## src/rtl/seq_pattern_detector_if.sv

```systemverilog
// Serial-stream bus for seq_pattern_detector: sample/strobe inputs and match status outputs.
// The driver of the stream uses the master modport; the detector uses slave.
interface seq_pattern_detector_if #(
   parameter int unsigned COUNT_W = 8
);
   logic               din;
   logic               din_valid;
   logic               clear;
   logic               match;
   logic [COUNT_W-1:0] match_count;
   logic               filled;

   modport master (
      output din,
      output din_valid,
      output clear,
      input  match,
      input  match_count,
      input  filled
   );

   modport slave (
      input  din,
      input  din_valid,
      input  clear,
      output match,
      output match_count,
      output filled
   );
endinterface

```

## src/rtl/seq_pattern_detector.sv

```systemverilog
// Serial pattern detector: shifts valid bits into a PAT_LEN history, pulses match one cycle after
// the completing bit and keeps a saturating match count. Define SEQ_NONOVERLAP_EN for non-overlap.
module seq_pattern_detector #(
   parameter int unsigned         PAT_LEN = 4,
   parameter logic [PAT_LEN-1:0]  PATTERN = 4'b1011,
   parameter int unsigned         COUNT_W = 8
) (
   input  logic                  clock,
   input  logic                  reset,
   seq_pattern_detector_if.slave bus
);
   localparam int unsigned FillW = $clog2(PAT_LEN + 1);

   typedef enum logic {StFill, StDetect} state_e;

   state_e             r_state,    w_state_nxt;
   logic [PAT_LEN-1:0] r_hist,     w_hist_nxt;
   logic [FillW-1:0]   r_fill_cnt, w_fill_cnt_nxt;
   logic               r_match,    w_match_nxt;
   logic [COUNT_W-1:0] r_count,    w_count_nxt;
   logic [PAT_LEN-1:0] w_shifted;
   logic               w_hit;

   assign w_shifted = {r_hist[PAT_LEN-2:0], bus.din};

   always_ff @(posedge clock) begin
      if (reset) begin
         r_state    <= StFill;
         r_hist     <= '0;
         r_fill_cnt <= '0;
         r_match    <= 1'b0;
         r_count    <= '0;
      end else begin
         r_state    <= w_state_nxt;
         r_hist     <= w_hist_nxt;
         r_fill_cnt <= w_fill_cnt_nxt;
         r_match    <= w_match_nxt;
         r_count    <= w_count_nxt;
      end
   end

   always_comb begin
      w_state_nxt    = r_state;
      w_hist_nxt     = r_hist;
      w_fill_cnt_nxt = r_fill_cnt;
      w_match_nxt    = 1'b0;
      w_count_nxt    = r_count;
      w_hit          = 1'b0;

      if (bus.clear) begin
         w_state_nxt    = StFill;
         w_hist_nxt     = '0;
         w_fill_cnt_nxt = '0;
         w_count_nxt    = '0;
      end else if (bus.din_valid) begin
         w_hist_nxt = w_shifted;
         unique case (r_state)
            StFill: begin
               w_fill_cnt_nxt = r_fill_cnt + 1'b1;
               // The bit that completes the first window is compared immediately.
               if (r_fill_cnt == FillW'(PAT_LEN - 1)) begin
                  w_state_nxt = StDetect;
                  w_hit       = (w_shifted == PATTERN);
               end
            end
            StDetect: w_hit = (w_shifted == PATTERN);
            default:  w_state_nxt = StFill;
         endcase

         if (w_hit) begin
            w_match_nxt = 1'b1;
            if (r_count != '1) begin
               w_count_nxt = r_count + 1'b1;
            end
`ifdef SEQ_NONOVERLAP_EN
            w_state_nxt    = StFill;
            w_hist_nxt     = '0;
            w_fill_cnt_nxt = '0;
`endif
         end
      end
   end

   assign bus.match       = r_match;
   assign bus.match_count = r_count;
   assign bus.filled      = (r_state == StDetect);
endmodule
```

## src/flat_wrapper.sv

```systemverilog
// flat-port wrapper written by rule: the top's interface ports become plain ports
module seq_pattern_detector_flat 
#(
   parameter int unsigned         PAT_LEN = 4,
   parameter logic [PAT_LEN-1:0]  PATTERN = 4'b1011,
   parameter int unsigned         COUNT_W = 8
)
  (clock, reset, bus_din, bus_din_valid, bus_clear, bus_match, bus_match_count, bus_filled);
  seq_pattern_detector_if #(.COUNT_W(COUNT_W)) bus_i ();
  input  logic clock;
  input  logic reset;
  input wire logic [$bits(bus_i.din)-1:0] bus_din;
  input wire logic [$bits(bus_i.din_valid)-1:0] bus_din_valid;
  input wire logic [$bits(bus_i.clear)-1:0] bus_clear;
  output wire logic [$bits(bus_i.match)-1:0] bus_match;
  output wire logic [$bits(bus_i.match_count)-1:0] bus_match_count;
  output wire logic [$bits(bus_i.filled)-1:0] bus_filled;
  assign bus_i.din = bus_din;
  assign bus_i.din_valid = bus_din_valid;
  assign bus_i.clear = bus_clear;
  assign bus_match = bus_i.match;
  assign bus_match_count = bus_i.match_count;
  assign bus_filled = bus_i.filled;
  seq_pattern_detector #(.PAT_LEN(PAT_LEN), .PATTERN(PATTERN), .COUNT_W(COUNT_W)) u_core (.clock(clock), .reset(reset), .bus(bus_i));
endmodule
```

## config.mk

```make
export PLATFORM = sky130hd
export DESIGN_NAME = seq_pattern_detector_flat
export DESIGN_NICKNAME = d
export VERILOG_FILES = /design/src/rtl/seq_pattern_detector_if.sv /design/src/rtl/seq_pattern_detector.sv /design/src/flat_wrapper.sv
export SDC_FILE = /design/constraint.sdc
export NUM_CORES = 1
export LEC_CHECK = 0
export BUFFER_PORTS_ARGS = -buffer_cell sky130_fd_sc_hd__clkbuf_2
export CAP_MARGIN = 10
export CORE_MARGIN = 5
export CORE_UTILIZATION = 51
export CTS_CLUSTER_SIZE = 25
export DETAILED_ROUTE_END_ITERATION = 8
export PLACE_DENSITY = 0.82
export SYNTH_ARGS = -nofsm -noshare
export SYNTH_HDL_FRONTEND = slang
export SYNTH_SLANG_ARGS = --single-unit
```

## constraint.sdc

```tcl
create_clock -name clock -period 2.3 [get_ports clock]
set_input_delay 0.46 -clock clock [delete_from_list [all_inputs] [get_ports clock]]
set_output_delay 0.46 -clock clock [all_outputs]
set_load 0.05 [all_outputs]
```

==> out/results.ini <==
[yosys]
syn_nets=89
synth_top_cell_by_area=dfxtp_1
yosysWarnings=0
synth.area.mux_share=0.0533
synth.cell_area_um2=751
synth_top_family_by_area=simple AND/OR/NAND/NOR gates
synth_compound_gate_area_share=0.152
synth_ff_type=dfxtp_1
synthCells=81
synth_cell_types=27
synth-simple-area-share=0.257
synthAdderAreaFrac=0.0500
synth-edff-count=0
seq_area_frac_synth=0.427
yosys-top-cells-area=dfxtp_1, nor2_1, mux2i_1
yosys.area.top_type_share=0.427
ys_seq_elements=16
synthXorXnorAreaFrac=0.0117
async_flop_share=0
syn_area_per_cell_um2=9.27

[sta]
timing.hold.ws_ns=0.468
fin_setup_tns_ns=0
max_freq_ghz=0.543
worstMarginPinSlew_ns=0.536
timing.final.crit_share=0.800
setup_viol=0
skew_ns=0.00897
hold_violations=0
maxSlewHeadroom=0.642
grt_setup_unrepaired=no
drv_slew=0
finalCriticalPeriod_ns=1.84

[routing]
wl_met3_um=66
drc=0
ant_nets=0
vias=637
highest_layer=met4
drt_iter0_drc=8
firstDrtPassIters=3
drt-wirelength-per-cell_um=13.0
wl_met2_um=700
avgViaCountPerCell=5.90
drt-met1-wl_um=623
drt_wl_total_um=1400

[placed_design]
port_buffers=14
place_area_um2=810
gp_congestion=0.736
dp_hpwl_um=1020

[floorplan]
die_w_um=48.4
start_util=0.556
pin_count=15
die-area_mm2=0.00234
rows=13
core_area_mm2=0.00135
die_h_um=48.4

[worst_setup_path]
r2r_cells=6
arrival_ns=2.06
ff2ff_setup_slack_ns=0.46
path_class=reg2reg
cp_max_fo=13
required_ns=2.52
r2r-end=u_core.bus.match_count[5]
endpoint_kind=register
r2r-start=u_core.r_fill_cnt[0]
startpoint_type=register

[clock_network]
cts_hold_buf=0
numCtsBuffers=3
clock_path_buffers=2
tritoncts=yes
clock_sinks=16
postCtsSetupRepairBufs=0
htreeDepth=1
cts_resized=0
clk_pin_slew_ns=0.09
cts-root-buf=clkbuf_4
clk_latency_ns=0.28

[global_route]
grt.overflow.total=0
grt_pass1_vias=558
grt_max_degree=17
track_usage=0.129
grt_pass1_wl_um=2440
antenna_found_initial=0

[cells_and_area]
layout-drive-gt1-share=0.215
n_fill_cell=122
finalInstanceArea_um2=832
final_nets=103
diodes=0
area_growth_pct=10.8

[pwr]
peakVddDrop_mv=0.416
p_leak_nw=0.331
p_per_area_mw_per_mm2=531

[worst_hold_path]
hold_start=bus_din
holdPathEnd=u_core.r_hist[0]
hp-class=in2reg
whs_path_depth=3

[status]
status=completed

[job]
drv_cap=0

## per-layer routing
metal	vias up	GRT usage
met5	-	0
met4	0	0.0415
met3	2	0.0581
met2	11	0.200
met1	297	0.156
li1	327	-
## logic make-up after synthesis
family / after synthesis
simple gates: 32
compound gates: 18
flops: 16
buf+inv: 7
mux: 4
fa+ha+maj: 3
xor+xnor: 1
## placed cells by master, fill, tap and decap left out, types with 2 or more instances in the layout
cell type | synthesis | layout
a21oi_1 | 7 | 7
and4_1 | 2 | 2
clkbuf_4 | 0 | 3
o41ai_1 | 2 | 2
nand3b_1 | 2 | 2
inv_1 | 2 | 2
a211oi_1 | 2 | 2
ha_1 | 3 | 3
nor2_1 | 12 | 12
or3_1 | 2 | 2
o31ai_1 | 3 | 3
nor2b_1 | 3 | 3
or4_1 | 2 | 2
clkbuf_2 | 0 | 14
o21ai_0 | 3 | 3
nand3_1 | 2 | 2
mux2i_1 | 4 | 4
nand2_1 | 2 | 2
dfxtp_1 | 16 | 16
## critical path: stages, from the launching register on
cell and delay, ns:
dfxtp_1 0.36, ha_1 0.16, ha_1 0.16, o21ai_0 0.14, or2_4 0.32, or4_1 0.51, a21oi_1 0.14
## worst max path at each step
| stage | slack (ns) | start | cells past startpoint | end |
|---|---|---|---|---|
| finish | 0.46 | u_core.r_fill_cnt[0] | 6 | u_core.bus.match_count[5] |
| global route | 0.33 | u_core.r_fill_cnt[0] | 6 | u_core.bus.match_count[5] |
| CTS | 0.45 | u_core.r_fill_cnt[0] | 6 | u_core.bus.match_count[3] |
| detailed placement | 0.48 | u_core.r_fill_cnt[0] | 6 | u_core.bus.match_count[3] |
| global placement | 0.51 | bus_din_valid | 5 | u_core.bus.match_count[3] |
| floorplan | 0.46 | u_core.bus.filled | 5 | u_core.bus.match_count[2] |
## cell type report
cell class	instances	area, µm²	share of cell area
Tap cell	15	18.8	0.0226
Sequential cell	16	320	0.385
Timing Repair Buffer	14	70.1	0.0842
Inverter	2	7.51	0.00902
Multi-Input combinational cell	58	393	0.472
Clock buffer	3	22.5	0.0271
## flip-flops by register name, summed over array words and instances (netlist names)
register,cells
u_core.bus.match_count,8
u_core.bus.match,1
u_core.bus.filled,1
u_core.r_fill_cnt,3
u_core.r_hist,3
## per-stage QoR
step | util | setup WS [ns] | power [mW] | cells
final | 0.616 | 0.460 | 0.442 | 108
after global placement | 0.600 | 0.507 | 0.308 | 105
after floorplan | - | 0.463 | 0.305 | 81
after detailed placement | 0.600 | 0.485 | 0.309 | 105
after global routing | 0.616 | 0.332 | 0.468 | 108
after CTS | 0.616 | 0.454 | 0.450 | 108
## where the power goes
part	switching [mW]	internal [mW]	total, mW
logic	0.0124	0.00897	0.0213
clock network	0.0789	0.0607	0.140
registers	0.00192	0.279	0.281
total	0.0932	0.349	0.442
## cells in the mapped netlist (all sizes together) (2+ instances only)
cell and n:
and4 2, buf 2, or2 2, nor2 12, clkbuf 3, o21ai 3, nand2 2, or3 2
inv 2, ha 3, a211oi 2, dfxtp 16, a21oi 7, nor2b 3, nand3 2, or4 2
o31ai 3, nand3b 2, mux2i 4, o41ai 2
Note: power is estimated with default switching activity, not from simulation.
